## config.mk

```make
export PLATFORM = sky130hd
export DESIGN_NAME = hazard_ctrl_flat
export DESIGN_NICKNAME = d
export VERILOG_FILES = /design/src/rtl/pipeline_pkg.sv /design/src/rtl/hazard_ctrl_if.sv /design/src/rtl/hz_match.sv /design/src/rtl/hazard_ctrl.sv /design/src/flat_wrapper.sv
export SDC_FILE = /design/constraint.sdc
export NUM_CORES = 1
export LEC_CHECK = 0
export ABC_CLOCK_PERIOD_IN_PS = 4600
export BUFFER_PORTS_ARGS = -buffer_cell sky130_fd_sc_hd__buf_2
export CAP_MARGIN = 20
export CORE_ASPECT_RATIO = 1.25
export CORE_MARGIN = 5
export CORE_UTILIZATION = 38
export CTS_CLUSTER_SIZE = 12
export DETAILED_ROUTE_END_ITERATION = 8
export GPL_TIMING_DRIVEN = 0
export HOLD_SLACK_MARGIN = 0.05
export PLACE_DENSITY = 0.66
export SLEW_MARGIN = 20
export SYNTH_ARGS = -nofsm -noshare
export SYNTH_HDL_FRONTEND = slang
export SYNTH_HIERARCHICAL = 1
export SYNTH_SLANG_ARGS = --single-unit
```

## constraint.sdc

```tcl
create_clock -name clock -period 4.6 [get_ports clock]
set_input_delay 0 -clock clock [delete_from_list [all_inputs] [get_ports clock]]
set_output_delay 0 -clock clock [all_outputs]
set_load 0.02 [all_outputs]
```

## src/rtl/pipeline_pkg.sv

```systemverilog
// Shared pipeline definitions: tracked-entry field widths, forwarding source
// encoding and the stage indices used by exec/mem_unit operand muxes.
package pipeline_pkg;

    localparam int unsigned ENT_VALID_W    = 1;
    localparam int unsigned ENT_RD_W       = 5;
    localparam int unsigned ENT_REGWRITE_W = 1;
    localparam int unsigned ENT_LOAD_W     = 1;

    localparam int unsigned FWD_RF = 0;

    typedef enum logic [1:0] {
        EX  = 2'd1,
        MEM = 2'd2,
        WB  = 2'd3
    } stage_e;

endpackage

```

## src/rtl/hazard_ctrl_if.sv

```systemverilog
// Decode/branch inputs and interlock/forwarding outputs of the hazard controller.
interface hazard_ctrl_if
    import pipeline_pkg::*;
#(
    parameter int REG_AW = int'(ENT_RD_W),
    parameter int DEPTH  = 3,
    parameter int FW     = $clog2(DEPTH + 1)
);
    logic              id_valid;
    logic [REG_AW-1:0] id_rs1;
    logic [REG_AW-1:0] id_rs2;
    logic              id_use_rs1;
    logic              id_use_rs2;
    logic [REG_AW-1:0] id_rd;
    logic              id_regwrite;
    logic              id_mem2reg;
    logic              br_taken;

    logic              stall;
    logic              flush;
    logic [FW-1:0]     fwd_a;
    logic [FW-1:0]     fwd_b;
    logic [15:0]       stall_count;
    logic [15:0]       flush_count;

    modport master (
        output id_valid, id_rs1, id_rs2, id_use_rs1, id_use_rs2,
               id_rd, id_regwrite, id_mem2reg, br_taken,
        input  stall, flush, fwd_a, fwd_b, stall_count, flush_count
    );

    modport slave (
        input  id_valid, id_rs1, id_rs2, id_use_rs1, id_use_rs2,
               id_rd, id_regwrite, id_mem2reg, br_taken,
        output stall, flush, fwd_a, fwd_b, stall_count, flush_count
    );

endinterface

```

## src/rtl/hz_match.sv

```systemverilog
// Priority search of one decode source register over the tracked stages;
// returns the youngest matching stage (1-based, 0 = none) and whether it is a load.
module hz_match
    import pipeline_pkg::*;
#(
    parameter int REG_AW = int'(ENT_RD_W),
    parameter int DEPTH  = 3,
    parameter int FW     = $clog2(DEPTH + 1)
) (
    input  logic                         use_i,
    input  logic [REG_AW-1:0]            rs_i,
    input  logic [DEPTH-1:0]             valid_i,
    input  logic [DEPTH-1:0][REG_AW-1:0] rd_i,
    input  logic [DEPTH-1:0]             regwrite_i,
    input  logic [DEPTH-1:0]             load_i,
    output logic [FW-1:0]                sel_o,
    output logic                         is_load_hit_o
);

    logic hit;

    // Index 0 is stage 1 (youngest); the first hit in ascending order wins.
    always_comb begin
        sel_o         = '0;
        is_load_hit_o = 1'b0;
        hit           = 1'b0;
        for (int unsigned k = 0; k < unsigned'(DEPTH); k++) begin
            if (!hit && use_i && (rs_i != '0) && valid_i[k] && regwrite_i[k]
                && (rd_i[k] == rs_i)) begin
                hit           = 1'b1;
                sel_o         = FW'(k + 1);
                is_load_hit_o = load_i[k];
            end
        end
    end

endmodule

```

## src/rtl/hazard_ctrl.sv

```systemverilog
// Interlock and forwarding controller: tracks in-flight destinations from EX to WB,
// selects operand forwarding sources, stalls on load-use and flushes on taken branch.
module hazard_ctrl
    import pipeline_pkg::*;
#(
    parameter int REG_AW     = int'(ENT_RD_W),
    parameter int DEPTH      = 3,
    parameter int LOAD_STAGE = 2,
    parameter int BR_STAGE   = 2,
    parameter int FW         = $clog2(DEPTH + 1)
) (
    input  logic         clock,
    input  logic         reset,
    hazard_ctrl_if.slave bus
);

    logic [DEPTH-1:0]             valid_q, valid_d;
    logic [DEPTH-1:0][REG_AW-1:0] rd_q, rd_d;
    logic [DEPTH-1:0]             regwrite_q, regwrite_d;
    logic [DEPTH-1:0]             load_q, load_d;
    logic [15:0]                  stall_cnt_q, stall_cnt_d;
    logic [15:0]                  flush_cnt_q, flush_cnt_d;

    logic [FW-1:0] sel_a, sel_b;
    logic          load_hit_a, load_hit_b;
    logic          load_use;
    logic          stall, flush;

    hz_match #(.REG_AW(REG_AW), .DEPTH(DEPTH), .FW(FW)) u_match_rs1 (
        .use_i        (bus.id_use_rs1),
        .rs_i         (bus.id_rs1),
        .valid_i      (valid_q),
        .rd_i         (rd_q),
        .regwrite_i   (regwrite_q),
        .load_i       (load_q),
        .sel_o        (sel_a),
        .is_load_hit_o(load_hit_a)
    );

    hz_match #(.REG_AW(REG_AW), .DEPTH(DEPTH), .FW(FW)) u_match_rs2 (
        .use_i        (bus.id_use_rs2),
        .rs_i         (bus.id_rs2),
        .valid_i      (valid_q),
        .rd_i         (rd_q),
        .regwrite_i   (regwrite_q),
        .load_i       (load_q),
        .sel_o        (sel_b),
        .is_load_hit_o(load_hit_b)
    );

    assign load_use = (load_hit_a && (sel_a < FW'(LOAD_STAGE)))
                   || (load_hit_b && (sel_b < FW'(LOAD_STAGE)));
    assign flush    = bus.br_taken;
    assign stall    = bus.id_valid && load_use && !flush;

    assign bus.stall       = stall;
    assign bus.flush       = flush;
    assign bus.fwd_a       = stall ? FW'(FWD_RF) : sel_a;
    assign bus.fwd_b       = stall ? FW'(FWD_RF) : sel_b;
    assign bus.stall_count = stall_cnt_q;
    assign bus.flush_count = flush_cnt_q;

    // Entries leaving stages 1..BR_STAGE-1 on a flush are wrong-path and arrive as bubbles.
    always_comb begin
        valid_d       = '0;
        rd_d          = '0;
        regwrite_d    = '0;
        load_d        = '0;
        valid_d[0]    = bus.id_valid && !stall && !flush;
        rd_d[0]       = bus.id_rd;
        regwrite_d[0] = bus.id_regwrite;
        load_d[0]     = bus.id_mem2reg;
        for (int unsigned k = 1; k < unsigned'(DEPTH); k++) begin
            valid_d[k]    = valid_q[k-1] && !(flush && (k < unsigned'(BR_STAGE)));
            rd_d[k]       = rd_q[k-1];
            regwrite_d[k] = regwrite_q[k-1];
            load_d[k]     = load_q[k-1];
        end

        stall_cnt_d = (stall && (stall_cnt_q != '1)) ? stall_cnt_q + 16'd1 : stall_cnt_q;
        flush_cnt_d = (flush && (flush_cnt_q != '1)) ? flush_cnt_q + 16'd1 : flush_cnt_q;
    end

    always_ff @(posedge clock) begin
        if (!reset) begin
            valid_q     <= '0;
            rd_q        <= '0;
            regwrite_q  <= '0;
            load_q      <= '0;
            stall_cnt_q <= '0;
            flush_cnt_q <= '0;
        end else begin
            valid_q     <= valid_d;
            rd_q        <= rd_d;
            regwrite_q  <= regwrite_d;
            load_q      <= load_d;
            stall_cnt_q <= stall_cnt_d;
            flush_cnt_q <= flush_cnt_d;
        end
    end

endmodule

```

## src/flat_wrapper.sv

```systemverilog
// flat-port wrapper written by rule: the top's interface ports become plain ports
module hazard_ctrl_flat import pipeline_pkg::*;
#(
    parameter int REG_AW     = int'(ENT_RD_W),
    parameter int DEPTH      = 3,
    parameter int LOAD_STAGE = 2,
    parameter int BR_STAGE   = 2,
    parameter int FW         = $clog2(DEPTH + 1)
)
  (clock, reset, bus_id_valid, bus_id_rs1, bus_id_rs2, bus_id_use_rs1, bus_id_use_rs2, bus_id_rd, bus_id_regwrite, bus_id_mem2reg, bus_br_taken, bus_stall, bus_flush, bus_fwd_a, bus_fwd_b, bus_stall_count, bus_flush_count);
  hazard_ctrl_if #(.REG_AW(REG_AW), .DEPTH(DEPTH), .FW(FW)) bus_i ();
  input  logic clock;
  input  logic reset;
  input wire logic [$bits(bus_i.id_valid)-1:0] bus_id_valid;
  input wire logic [$bits(bus_i.id_rs1)-1:0] bus_id_rs1;
  input wire logic [$bits(bus_i.id_rs2)-1:0] bus_id_rs2;
  input wire logic [$bits(bus_i.id_use_rs1)-1:0] bus_id_use_rs1;
  input wire logic [$bits(bus_i.id_use_rs2)-1:0] bus_id_use_rs2;
  input wire logic [$bits(bus_i.id_rd)-1:0] bus_id_rd;
  input wire logic [$bits(bus_i.id_regwrite)-1:0] bus_id_regwrite;
  input wire logic [$bits(bus_i.id_mem2reg)-1:0] bus_id_mem2reg;
  input wire logic [$bits(bus_i.br_taken)-1:0] bus_br_taken;
  output wire logic [$bits(bus_i.stall)-1:0] bus_stall;
  output wire logic [$bits(bus_i.flush)-1:0] bus_flush;
  output wire logic [$bits(bus_i.fwd_a)-1:0] bus_fwd_a;
  output wire logic [$bits(bus_i.fwd_b)-1:0] bus_fwd_b;
  output wire logic [$bits(bus_i.stall_count)-1:0] bus_stall_count;
  output wire logic [$bits(bus_i.flush_count)-1:0] bus_flush_count;
  assign bus_i.id_valid = bus_id_valid;
  assign bus_i.id_rs1 = bus_id_rs1;
  assign bus_i.id_rs2 = bus_id_rs2;
  assign bus_i.id_use_rs1 = bus_id_use_rs1;
  assign bus_i.id_use_rs2 = bus_id_use_rs2;
  assign bus_i.id_rd = bus_id_rd;
  assign bus_i.id_regwrite = bus_id_regwrite;
  assign bus_i.id_mem2reg = bus_id_mem2reg;
  assign bus_i.br_taken = bus_br_taken;
  assign bus_stall = bus_i.stall;
  assign bus_flush = bus_i.flush;
  assign bus_fwd_a = bus_i.fwd_a;
  assign bus_fwd_b = bus_i.fwd_b;
  assign bus_stall_count = bus_i.stall_count;
  assign bus_flush_count = bus_i.flush_count;
  hazard_ctrl #(.REG_AW(REG_AW), .DEPTH(DEPTH), .LOAD_STAGE(LOAD_STAGE), .BR_STAGE(BR_STAGE), .FW(FW)) u_core (.clock(clock), .reset(reset), .bus(bus_i));
endmodule
```

==> flow_metrics.py <==
metrics = {
    "power": {
        "sw_frac_of_total_pct": 24.7,
        "p_leak_nw": 1.45,
        "power.switching_w": 0.000213,
        "seq_power_share_pct": 58.2,
        "p_per_area_nw_per_um2": 242,
        "power.total_w": 0.000864,
        "pwr-share-clk_pct": 33.5,
        "p_comb_share_pct": 8.3,
        "p_int_w": 0.000650,
        "ir_drop_mv": 0.130,
    },
    "worst_setup_path": {
        "crit_slowest_cell": "nor4_1",
        "setup.worst_path.start_class": "flop",
        "worst-path-max-fanout": 10,
        "path_buf_inv": 2,
        "cp_data_arrival_time_ps": 3050,
        "timing_worst_setup_path_type": "flop to primary output",
        "worst_path_dominant_cell_family": "simple AND/OR/NAND/NOR gates",
        "cp_slowest_stage_delay_ps": 540,
        "critPathRequiredTime_ps": 4600,
        "path_common_cell": "buf_2",
        "cp-end-kind": "primary output",
        "cp_cell_sequence": "xor2_1 -> nor4_1 -> nand2_1 -> nor2_1 -> a211oi_2 -> and2b_1 -> o21ai_1 -> buf_2 -> and2_1 -> buf_2",
    },
    "logic_synthesis": {
        "yosys-top-cells-area": "dfxtp_1 38%, and2_1 5.7%, xor2_1 4.7%, a21oi_1 4.2%, xnor2_1 4.1%",
        "synth.distinct_cells": 53,
        "ys_seq_area_share_pct": 37.9,
        "synthArstFlopShare_pct": 0,
        "yosysTopAreaCellShare_pct": 37.9,
        "postSynthCellCount": 322,
        "synth_ff_type": "dfxtp_1",
        "synth_warnings": 6,
        "synth_area_leader_cell": "dfxtp_1",
        "synth_edf_count": 0,
        "synth_seq_cells": 56,
        "avgSynthCellArea_um2": 9.19,
        "syn_nets": 347,
        "netlist_area_um2": 2960,
    },
    "job": {
        "cap_violations": 0,
    },
    "timing": {
        "max_slew_margin_pct": 51.6,
        "rsz0062_at_grt": "false",
        "tightest_slew_ps": 725,
        "finalSetupViolations": 0,
        "fin_crit_sh_pct": 66.4,
        "finalHoldViolCount": 0,
        "slew_viol_final": 0,
        "tns_ps": 0,
        "max_freq_ghz": 0.328,
        "period_needed_ps": 3050,
        "worst_clock_skew_ps": 6.37,
    },
    "floorplanning": {
        "rows": 36,
        "start_util_pct": 38.4,
        "die_x_um": 88.9,
        "die_h_um": 109,
        "coreArea_um2": 7700,
        "io_pins": 61,
        "die-area_um2": 9660,
    },
    "status": {
        "status": "finished, final reports clean",
    },
    "final_layout": {
        "layout_commonest_cell": "buf_2",
        "stdcell_area_um2": 3570,
        "final_nets": 423,
        "syn_to_final_growth_pct": 20.5,
        "utilization_pct": 46.3,
        "diodes": 0,
        "final_cell_mix": "61 x buf_2, 56 x dfxtp_1, 27 x and2_1",
        "drive_above_1_share_pct": 23.3,
    },
    "placement": {
        "hpwl_um": 5460,
        "post_dp_cell_area_um2": 3380,
        "io_buffers": 60,
        "gp_congestion": 0.787,
    },
    "grt": {
        "gr-usage-all-layers_pct": 15.7,
        "grt_pass1_wl_um": 12100,
        "grt_max_degree": 18,
        "antenna_found_initial": 0,
        "grt-ovfl-total": 0,
        "grt_pass1_vias": 2572,
    },
    "clocking": {
        "cts-root-buf": "clkbuf_8",
        "clockBufferDepth": 2,
        "cts-resized-gates": 0,
        "clkTransAtPathRegs_ps": 100,
        "cts_buffers": 5,
        "tritoncts": "done",
        "cts_htree_levels": 2,
        "worstSkewPairLatency_ps": 310,
        "numClockSinks": 56,
    },
    "detailed_routing": {
        "routedWlPerCell_um": 14.9,
        "antenna_left": 0,
        "dr.pass1.iters": 4,
        "drc": 0,
        "num_vias": 2646,
        "viasPerCell": 5.36,
        "drt_wl_total_um": 7350,
        "dr.first_iter.drc_count": 98,
    },
    "hold_path": {
        "worst_hold_path_type": "primary input to flop",
    },
}
==> cell usage after synthesis, drive strengths merged (4+ instances only) <==
library cell / n
dfxtp: 56
nor3: 4
nor2: 6
o31ai: 12
a21oi: 25
xnor2: 14
o21ai: 13
nand2: 19
or4: 14
or3: 7
buf: 4
nand3: 10
and2: 27
o21a: 4
clkbuf: 6
and3: 10
xor2: 16
and4: 4
nand4: 15
nor4: 9
inv: 11
==> final timing paths <==
kind,slack [ps],depth (start not counted),endpoint,start
worst max register to register,1710,9,u_core/bus.stall_count[6],u_core/rd_d[7]
worst min-delay path,190,4,u_core/valid_q[0],bus_id_valid
worst max-delay path,1550,10,bus_fwd_a[1],u_core/rd_d[7]
worst min register to register,480,1,u_core/regwrite_q[1],u_core/regwrite_q[0]
==> per-stage QoR <==
stage	hold slack (ps)	setup WS (ps)	std cells
final	188	1550	494
after global routing	185	1270	494
after CTS	168	1560	494
after detailed placement	213	1820	477
after global placement	210	1840	477
after floorplan	113	2230	322
==> per-layer routing <==
| layer | wire, um | vias to the layer above | track usage [%] |
|---|---|---|---|
| li1 | - | 1340 | - |
| met1 | 3230 | 1248 | 19.4 |
| met2 | 3760 | 53 | 27.9 |
| met3 | 288 | 5 | 2.34 |
| met4 | 72 | 0 | 4.36 |
| met5 | 0 | - | 0 |
==> power by group through the flow <==
stage	registers (W)	logic (W)	clock network [W]
floorplan	0.000513	0.0000375	0
global placement	0.000514	0.0000649	0
detailed placement	0.000514	0.0000665	0
CTS	0.000503	0.0000728	0.000302
global route	0.000504	0.0000803	0.000318
finish	0.000502	0.0000720	0.000289
==> flip-flops by register name, summed over array words and instances, names as in the netlist <==
name                    count
u_core/load_q               3
u_core/bus.stall_count     16
u_core/rd_d                10
u_core/rd_q                 5
u_core/bus.flush_count     16
u_core/regwrite_q           3
u_core/valid_q              3
==> repair_timing <==
item,in CTS,in global routing
endpoints found under the hold margin,11,0
setup buffers,0,0
hold buffers,9,0
==> layout make-up <==
cell class	count	area [um2]
fill	760	4140
sequential	56	1120
tap	95	119
buffer	10	55.1
multi-input combinational	245	1740
clock inverter	2	15.0
timing repair buffer	69	390
inverter	11	41.3
clock buffer	6	82.6
==> worst reg2reg max path, cell delays in order, from the launching register on <==
cell and delay (ps):
dfxtp_1 360, xor2_1 170, nor4_1 540, nand2_1 200
o21a_1 150, a211oi_2 200, and2b_1 290, o21ai_1 210
or4_1 550, a21oi_1 150
==> logic make-up after synthesis <==
logic type               count (synthesis)  share of synthesized area (%)
multiplexers                             3                           1.01
AO/OA/AOI/OAI                           71                           16.3
XOR/XNOR                                30                           8.88
adder cells (fa/ha/maj)                  2                          0.846
flip-flops                              56                           37.9
buffers and inverters                   21                           3.26
AND/OR/NAND/NOR                        139                           31.8
(Power assumes the default switching activity.)
